### config.mk
export PLATFORM = sky130hd
export DESIGN_NAME = coord_bcd_converter
export DESIGN_NICKNAME = d
export VERILOG_FILES = /design/src/rtl/coord_bcd_converter.sv
export SDC_FILE = /design/constraint.sdc
export NUM_CORES = 1
export LEC_CHECK = 0
export BUFFER_PORTS_ARGS = -buffer_cell sky130_fd_sc_hd__buf_2
export CAP_MARGIN = 20
export CORE_AREA = 5 5 64 95
export DETAILED_ROUTE_END_ITERATION = 7
export DIE_AREA = 0 0 69 100
export GPL_TIMING_DRIVEN = 0
export PLACE_DENSITY_LB_ADDON = 0.12
export SLEW_MARGIN = 20
export SYNTH_ARGS = -nofsm -noshare
export SYNTH_HDL_FRONTEND = slang
export SYNTH_SLANG_ARGS = --single-unit
### constraint.sdc
create_clock -name CLK -period 1.6 [get_ports CLK]
set_input_delay 0.08 -clock CLK [delete_from_list [all_inputs] [get_ports CLK]]
set_output_delay 0.08 -clock CLK [all_outputs]
set_load 0.02 [all_outputs]
### src/rtl/coord_bcd_converter.sv
// Sequential shift-and-add-3 binary-to-BCD converter for the mouse coordinate display.
// One input bit is consumed per clock; outputs hold the last completed result.
module coord_bcd_converter #(
  parameter int BIN_WIDTH = 14
) (
  input  logic                 CLK,
  input  logic                 RESETN,
  input  logic                 START,
  input  logic [BIN_WIDTH-1:0] BIN_IN,
  output logic                 BUSY,
  output logic                 DONE,
  output logic                 OVERFLOW,
  output logic [3:0]           NUM0,
  output logic [3:0]           NUM1,
  output logic [3:0]           NUM2,
  output logic [3:0]           NUM3
);

  // Saturation compare is done at least 14 bits wide so narrow inputs never saturate.
  localparam int CMP_W = (BIN_WIDTH > 14) ? BIN_WIDTH : 14;
  localparam int CNT_W = $clog2(BIN_WIDTH + 1);

  typedef enum logic [1:0] {
    IDLE,
    SHIFT,
    FINISH
  } state_t;

  state_t               state, state_nxt;
  logic [BIN_WIDTH-1:0] bin_sr;
  logic [15:0]          bcd_sr;
  logic [15:0]          bcd_adj;
  logic [CNT_W-1:0]     bit_cnt;
  logic                 ovf_pend;
  logic                 accept;
  logic                 last_step;
  logic                 in_range;
  logic [BIN_WIDTH-1:0] sat_val;

  assign accept    = (state == IDLE) && START;
  assign last_step = (bit_cnt == CNT_W'(BIN_WIDTH - 1));
  assign in_range  = (CMP_W'(BIN_IN) <= CMP_W'(9999));
  assign sat_val   = in_range ? BIN_IN : BIN_WIDTH'(9999);
  assign BUSY      = (state != IDLE);

  // Add-3 correction on every nibble that would exceed 9 after the doubling shift.
  always_comb begin
    // NOTE: every always_comb output gets a default first so no path can infer a latch.
    bcd_adj = bcd_sr;
    for (int i = 0; i < 4; i++) begin
      if (bcd_sr[4*i +: 4] >= 4'd5) bcd_adj[4*i +: 4] = bcd_sr[4*i +: 4] + 4'd3;
    end
  end

  always_comb begin
    state_nxt = state;
    unique case (state)
      IDLE:    if (START) state_nxt = SHIFT;
      SHIFT:   if (last_step) state_nxt = FINISH;
      FINISH:  state_nxt = IDLE;
      default: state_nxt = IDLE;
    endcase
  end

  always_ff @(posedge CLK or negedge RESETN) begin
    // NOTE: sequential state uses non-blocking assignments so all flops update together.
    if (!RESETN) state <= IDLE;
    else         state <= state_nxt;
  end

  always_ff @(posedge CLK or negedge RESETN) begin
    if (!RESETN) begin
      bin_sr   <= '0;
      bcd_sr   <= '0;
      bit_cnt  <= '0;
      ovf_pend <= 1'b0;
      DONE     <= 1'b0;
      OVERFLOW <= 1'b0;
      NUM0     <= '0;
      NUM1     <= '0;
      NUM2     <= '0;
      NUM3     <= '0;
    end else begin
      DONE <= (state == FINISH);
      if (accept) begin
        bin_sr   <= sat_val;
        bcd_sr   <= '0;
        bit_cnt  <= '0;
        ovf_pend <= !in_range;
      end else if (state == SHIFT) begin
        bcd_sr  <= {bcd_adj[14:0], bin_sr[BIN_WIDTH-1]};
        bin_sr  <= bin_sr << 1;
        bit_cnt <= bit_cnt + CNT_W'(1);
      end else if (state == FINISH) begin
        {NUM3, NUM2, NUM1, NUM0} <= bcd_sr;
        OVERFLOW                 <= ovf_pend;
      end
    end
  end

endmodule
**Word level (Yosys, flattened, before mapping)**

Index checks and enable logic that the tools add are counted.

- Bitwise gates (word level): 2
- $add $sub $neg: 5
- Mux-type cells: 14
- Reduce and logical (&&, ||, !) cells: 7
- Divide/modulo/power cells: 0
- Shift-type cells: 0
- Magnitude comparators: 5
- Equal/unequal tests: 5
- Multipliers: 0

Operators with widths:

| operator | number |
|---|---|
| 2-to-1 mux 14 bit | 3 |
| 2-to-1 mux 16 bit | 2 |
| 2-to-1 mux 4 bit | 5 |
| >= comparator 4 x 3 -> 1 bit (second input constant) | 4 |
| less-or-equal comparator 14 bit (second input constant) | 1 |
| adder 4 x 2 -> 4 bit (second input constant) | 3 |
| adder 4 x 1 -> 4 bit (second input constant) | 1 |
| equality test 4 bit (second input constant) | 1 |
| 2-to-1 mux 2 bit | 2 |
| != test 2 bit (second input constant) | 2 |
| case mux 2 bit (2 select lines) | 1 |
| nonzero test 2 bit | 2 |
| adder 3 x 2 -> 3 bit (second input constant) | 1 |
| 2-to-1 mux 3 bit | 1 |
| AND reduction 3 bit | 1 |
| equality test 2 x 1 -> 1 bit (second input constant) | 1 |
| equality test 2 bit (second input constant) | 1 |
| logical NOT 2 bit | 1 |
| NOT 1 bit | 2 |
| AND reduction 2 bit | 1 |
| logical AND 1 bit | 1 |
| logical NOT 1 bit | 1 |

- Latch bits: 0
- Memories kept: 0
- ROM bits: 0
- Logic and storage cells: 49
- Register bits: 55
- Bits in writable memories: 0

**Logic depth before layout (Yosys ltp)**

- Word-level depth: 4
- Gate-level depth with buffers: 7
- Depth with buffers taken out: 6

**Worst setup path before layout**

No wires, ideal clock.

- Kind: reg-to-reg
- From: register state[0]
- To: register bcd_sr[11]
- Stages on the path, launching flop included: 8
- Required time: 1.478 ns
- Setup time: 0.122 ns
- Period minus slack after synthesis: 1.545 ns
- Arrival time: 1.423 ns
- Slack: 0.055 ns
- Buffers on the path: 3
- Cell sequence: dfrtp_1 > buf_6 > or3b_1 > buf_6 > nand2_8 > buf_12 > o31ai_1 > a32o_1

- Cells in the longest elaborated chain, start to end: 3

RTL lines:

| element | RTL line | text |
|---|---|---|
| from (decl) | 29 | `state_t state, state_nxt;` |
| from (signal assigned) | 68 | `else state <= state_nxt;` |
| logical NOT 2 bit | 40 | `assign accept = (state == IDLE) && START;` |
| logical AND 1 bit | 40 |  |
| 2-to-1 mux 16 bit / nonzero test 2 bit (equally long branches) | -- |  |
| to (signal assigned) | 91 | `bcd_sr <= {bcd_adj[14:0], bin_sr[BIN_WIDTH-1]};` |
| to (decl) | 31 | `logic [15:0] bcd_sr;` |

Several ways; a longest one is shown, not always the timed one.
A chain may end at the register's enable or synchronous reset.

**Worst setup path in the final report**

- From: register state[1]
- To: register bin_sr[3]

- Cells in the longest elaborated chain, start to end: 3

RTL lines:

| element | RTL line | text |
|---|---|---|
| logical NOT 2 bit | 40 |  |
| logical AND 1 bit | 40 |  |
| 2-to-1 mux 14 bit / nonzero test 2 bit (equally long branches) | -- |  |
| to (signal assigned) | 86 | `bin_sr <= sat_val;` |
| to (signal assigned) | 92 | `bin_sr <= bin_sr << 1;` |
| to (decl) | 30 | `logic [BIN_WIDTH-1:0] bin_sr;` |

Several ways; a longest one is shown, not always the timed one.

==> results.sh <==
export IMPL_status="finished, final reports clean"
export IMPL_p_switching_mw=2.43
export IMPL_seq_power_share_pct=40.2
export IMPL_cp_slowest_cell="dfrtp_2"
export IMPL_netlist_cell_type_count=36
export IMPL_cts_sinks=55
export IMPL_vias=1886
export IMPL_htreeDepth=2
export IMPL_core_area_um2=5120
export IMPL_initial_core_util_pct=49.8
export IMPL_path_clk_slew_ps=100
export IMPL_relSlewSlack_pct=46.8
export IMPL_worstSetupPathType="reg -> reg"
export IMPL_crit_family="simple AND/OR/NAND/NOR gates"
export IMPL_die_w_um=69
export IMPL_required_ps=1800
export IMPL_finalHoldViolCount=0
export IMPL_first_global_vias=1991
export IMPL_syn_to_final_growth_pct=19.8
export IMPL_fin_skew_ps=8.06
export IMPL_p_clk_share_pct=12.4
export IMPL_synth_top_area_share_pct=53.9
export IMPL_wl_per_cell_um=15.3
export IMPL_synth_nets=253
export IMPL_rsz0062_at_grt="yes"
export IMPL_ys_warn_count=0
export IMPL_hold_ws_ps=10.5
export IMPL_drive_gt1_share_pct=28.1
export IMPL_vias_per_cell=5.40
export IMPL_ys_top_cells_by_area="dfrtp_1 54%, ha_1 4.9%, nand2_1 4.6%"
export IMPL_p_int_mw=3.61
export IMPL_syn_inst=226
export IMPL_worst_hold_path_type="in -> reg"
export IMPL_placed_cells=329
export IMPL_startpoint_type="flop"
export IMPL_cp_arrival_ps=1750
export IMPL_tightest_slew_ps=786
export IMPL_finalCritPeriodShare_pct=96.4
export IMPL_root_buffer="clkbuf_8"
export IMPL_cpPeakStageDelay_ps=480
export IMPL_antenna_found_initial=0
export IMPL_layout_common_cells="54 x dfrtp_1, 38 x buf_2, 31 x nand2_1"
export IMPL_die_area_um2=6900
export IMPL_grt_max_degree=56
export IMPL_fp_dieH_um=100
export IMPL_antenna_left=0
export IMPL_clock_latency_ps=300
export IMPL_dpl_hpwl_um=3680
export IMPL_grt_overflow_total=0
export IMPL_rows=32
export IMPL_num_nets_final=307
export IMPL_drc_errors=0
export IMPL_final_core_util_pct=59.7
export IMPL_cts_max_path_buffers=2
export IMPL_critPathMaxFanout=8
export IMPL_ys_ff_latch=55
export IMPL_drt_iter0_markers=115
export IMPL_io_buffers=35
export IMPL_yosysSeqAreaShare_pct=53.9
export IMPL_powerDensity_nw_per_um2=1970
export IMPL_grt_first_pass_wirelength_um=9160
export IMPL_leakage_nw=1.45
export IMPL_syn_area_um2=2550
export IMPL_layout_commonest_cell="dfrtp_1"
export IMPL_finalCriticalPeriod_ps=1540
export IMPL_peakVddDrop_uv=1250
export IMPL_num_antenna_cells=0
export IMPL_routabilityCongestion=0.735
export IMPL_end_kind="flop"
export IMPL_finalSetupViolCount=0
export IMPL_yosysTopAreaCell="dfrtp_1"
export IMPL_cp_cell_sequence="or3b_1, buf_6, nor2_4, o21ai_2, o21a_1"
export IMPL_firstDrtPassIters=4
export IMPL_p_sw_share_pct=40.2
export IMPL_numCtsBuffers=5
export IMPL_critPathBufInv=1
export IMPL_cts_tree="yes"
export IMPL_cap_violations=0
export IMPL_fin_cells=349
export IMPL_final_max_slew_viol_count=0
export IMPL_fmax_mhz=648
export IMPL_p_comb_share_pct=47.4
export IMPL_routed_wl_um=5350
export IMPL_avgSynthCellArea_um2=11.3
export IMPL_track_usage_pct=16.3
export IMPL_io_pins=36
area by class of cell:
cell class / count / area [µm²]
sequential: 55 / 1380
buffer: 10 / 66.3
inverter: 10 / 37.5
tap: 68 / 85.1
clock inverter: 2 / 12.5
timing repair buffer: 47 / 288
clock buffer: 6 / 72.6
multi-input combinational: 151 / 1120
fill: 479 / 2070
final timing paths:
path	from	end	slack, ps	cells after the start
worst min-delay path	BIN_IN[0]	bin_sr[0]	10	3
min in group asynchronous	RESETN	NUM1[3]	360	2
max in group asynchronous	RESETN	state[1]	720	2
worst max-delay path	state[1]	bin_sr[3]	60	5
worst max register to register	state[1]	bin_sr[3]	60	5
worst min register to register	bin_sr[10]	bin_sr[11]	480	2
synth_stat cells, drive strengths merged:
master,number
nand2b,6
o211ai,3
o31ai,5
o32ai,3
nor4,1
nor3b,2
o22a,3
nand2,32
mux2,9
o22ai,4
or2,1
nand4,2
a22oi,11
inv,10
nor2b,2
a21oi,4
mux2i,4
o21ai,17
or3b,1
xnor2,4
a22o,4
and2,1
buf,8
a32o,4
xor2,3
and3,1
clkbuf,3
o311ai,1
dfrtp,55
o21a,4
ha,10
nand3,4
nor2,4
state kept, by name (all words and copies together) (netlist names):
name	cells
bcd_sr	16
NUM1	4
bit_cnt	4
OVERFLOW	1
NUM2	4
ovf_pend	1
DONE	1
NUM3	4
bin_sr	14
state	2
NUM0	4
through the flow:
step | area [µm²] | power (mW) | setup slack, ps | setup TNS, ps
CTS | 2990 | 5.97 | 5.78 | 0
floorplan | 2550 | 4.47 | 55.1 | 0
global placement | 2810 | 5.13 | -198 | -1920
finish | 3060 | 6.03 | 57.2 | 0
global route | 3060 | 6.56 | -16.6 | -48.6
detailed placement | 2820 | 5.22 | -209 | -2080
layer usage:
layer	track usage, %	part of all wire, %
met1	17.8	41
met2	30.9	54
met3	3.51	3.6
met4	5.41	1.4
met5	0	0
cell families (layout without fill, tap and decap cells):
family	count (synthesis)	in the layout	share of synthesized area [%]
xor gates and xnor gates	7	7	2.40
AOI/OAI and AO/OA	63	63	17.2
muxes	13	13	5.54
buffers and inverters	21	75	4.56
and+or+nand+nor	57	58	11.5
DFF	55	55	53.9
adders and majority gates	10	10	4.90
power groups by stage:
stage / Combinational, mW / Clock, mW / Sequential, mW
2_1_floorplan: 1.88 / 0 / 2.59
3_3_place_gp: 2.71 / 0 / 2.43
3_5_place_dp: 2.77 / 0 / 2.45
4_1_cts: 2.78 / 0.777 / 2.42
5_1_grt: 3.21 / 0.834 / 2.52
6_report: 2.86 / 0.748 / 2.42
worst reg2reg max path, delay by kind of cell (launching register included):
family	cells	cell delay, ps
AOI/OAI and AO/OA	2	280
and+or+nand+nor	2	510
buffers and inverters	1	170
DFF	1	480
what timing repair did:
| item | 4_1_cts | 5_1_grt |
|---|---|---|
| hold endpoints to repair | 62 | 0 |
| setup buffers | 2 | 2 |
| pin swaps | 0 | 3 |
| resized for setup | 6 | 15 |
| gates cloned | 0 | 1 |
| hold buffers | 8 | 0 |
| setup endpoints to repair | 19 | 26 |
Note: power is estimated with default switching activity, not from simulation.
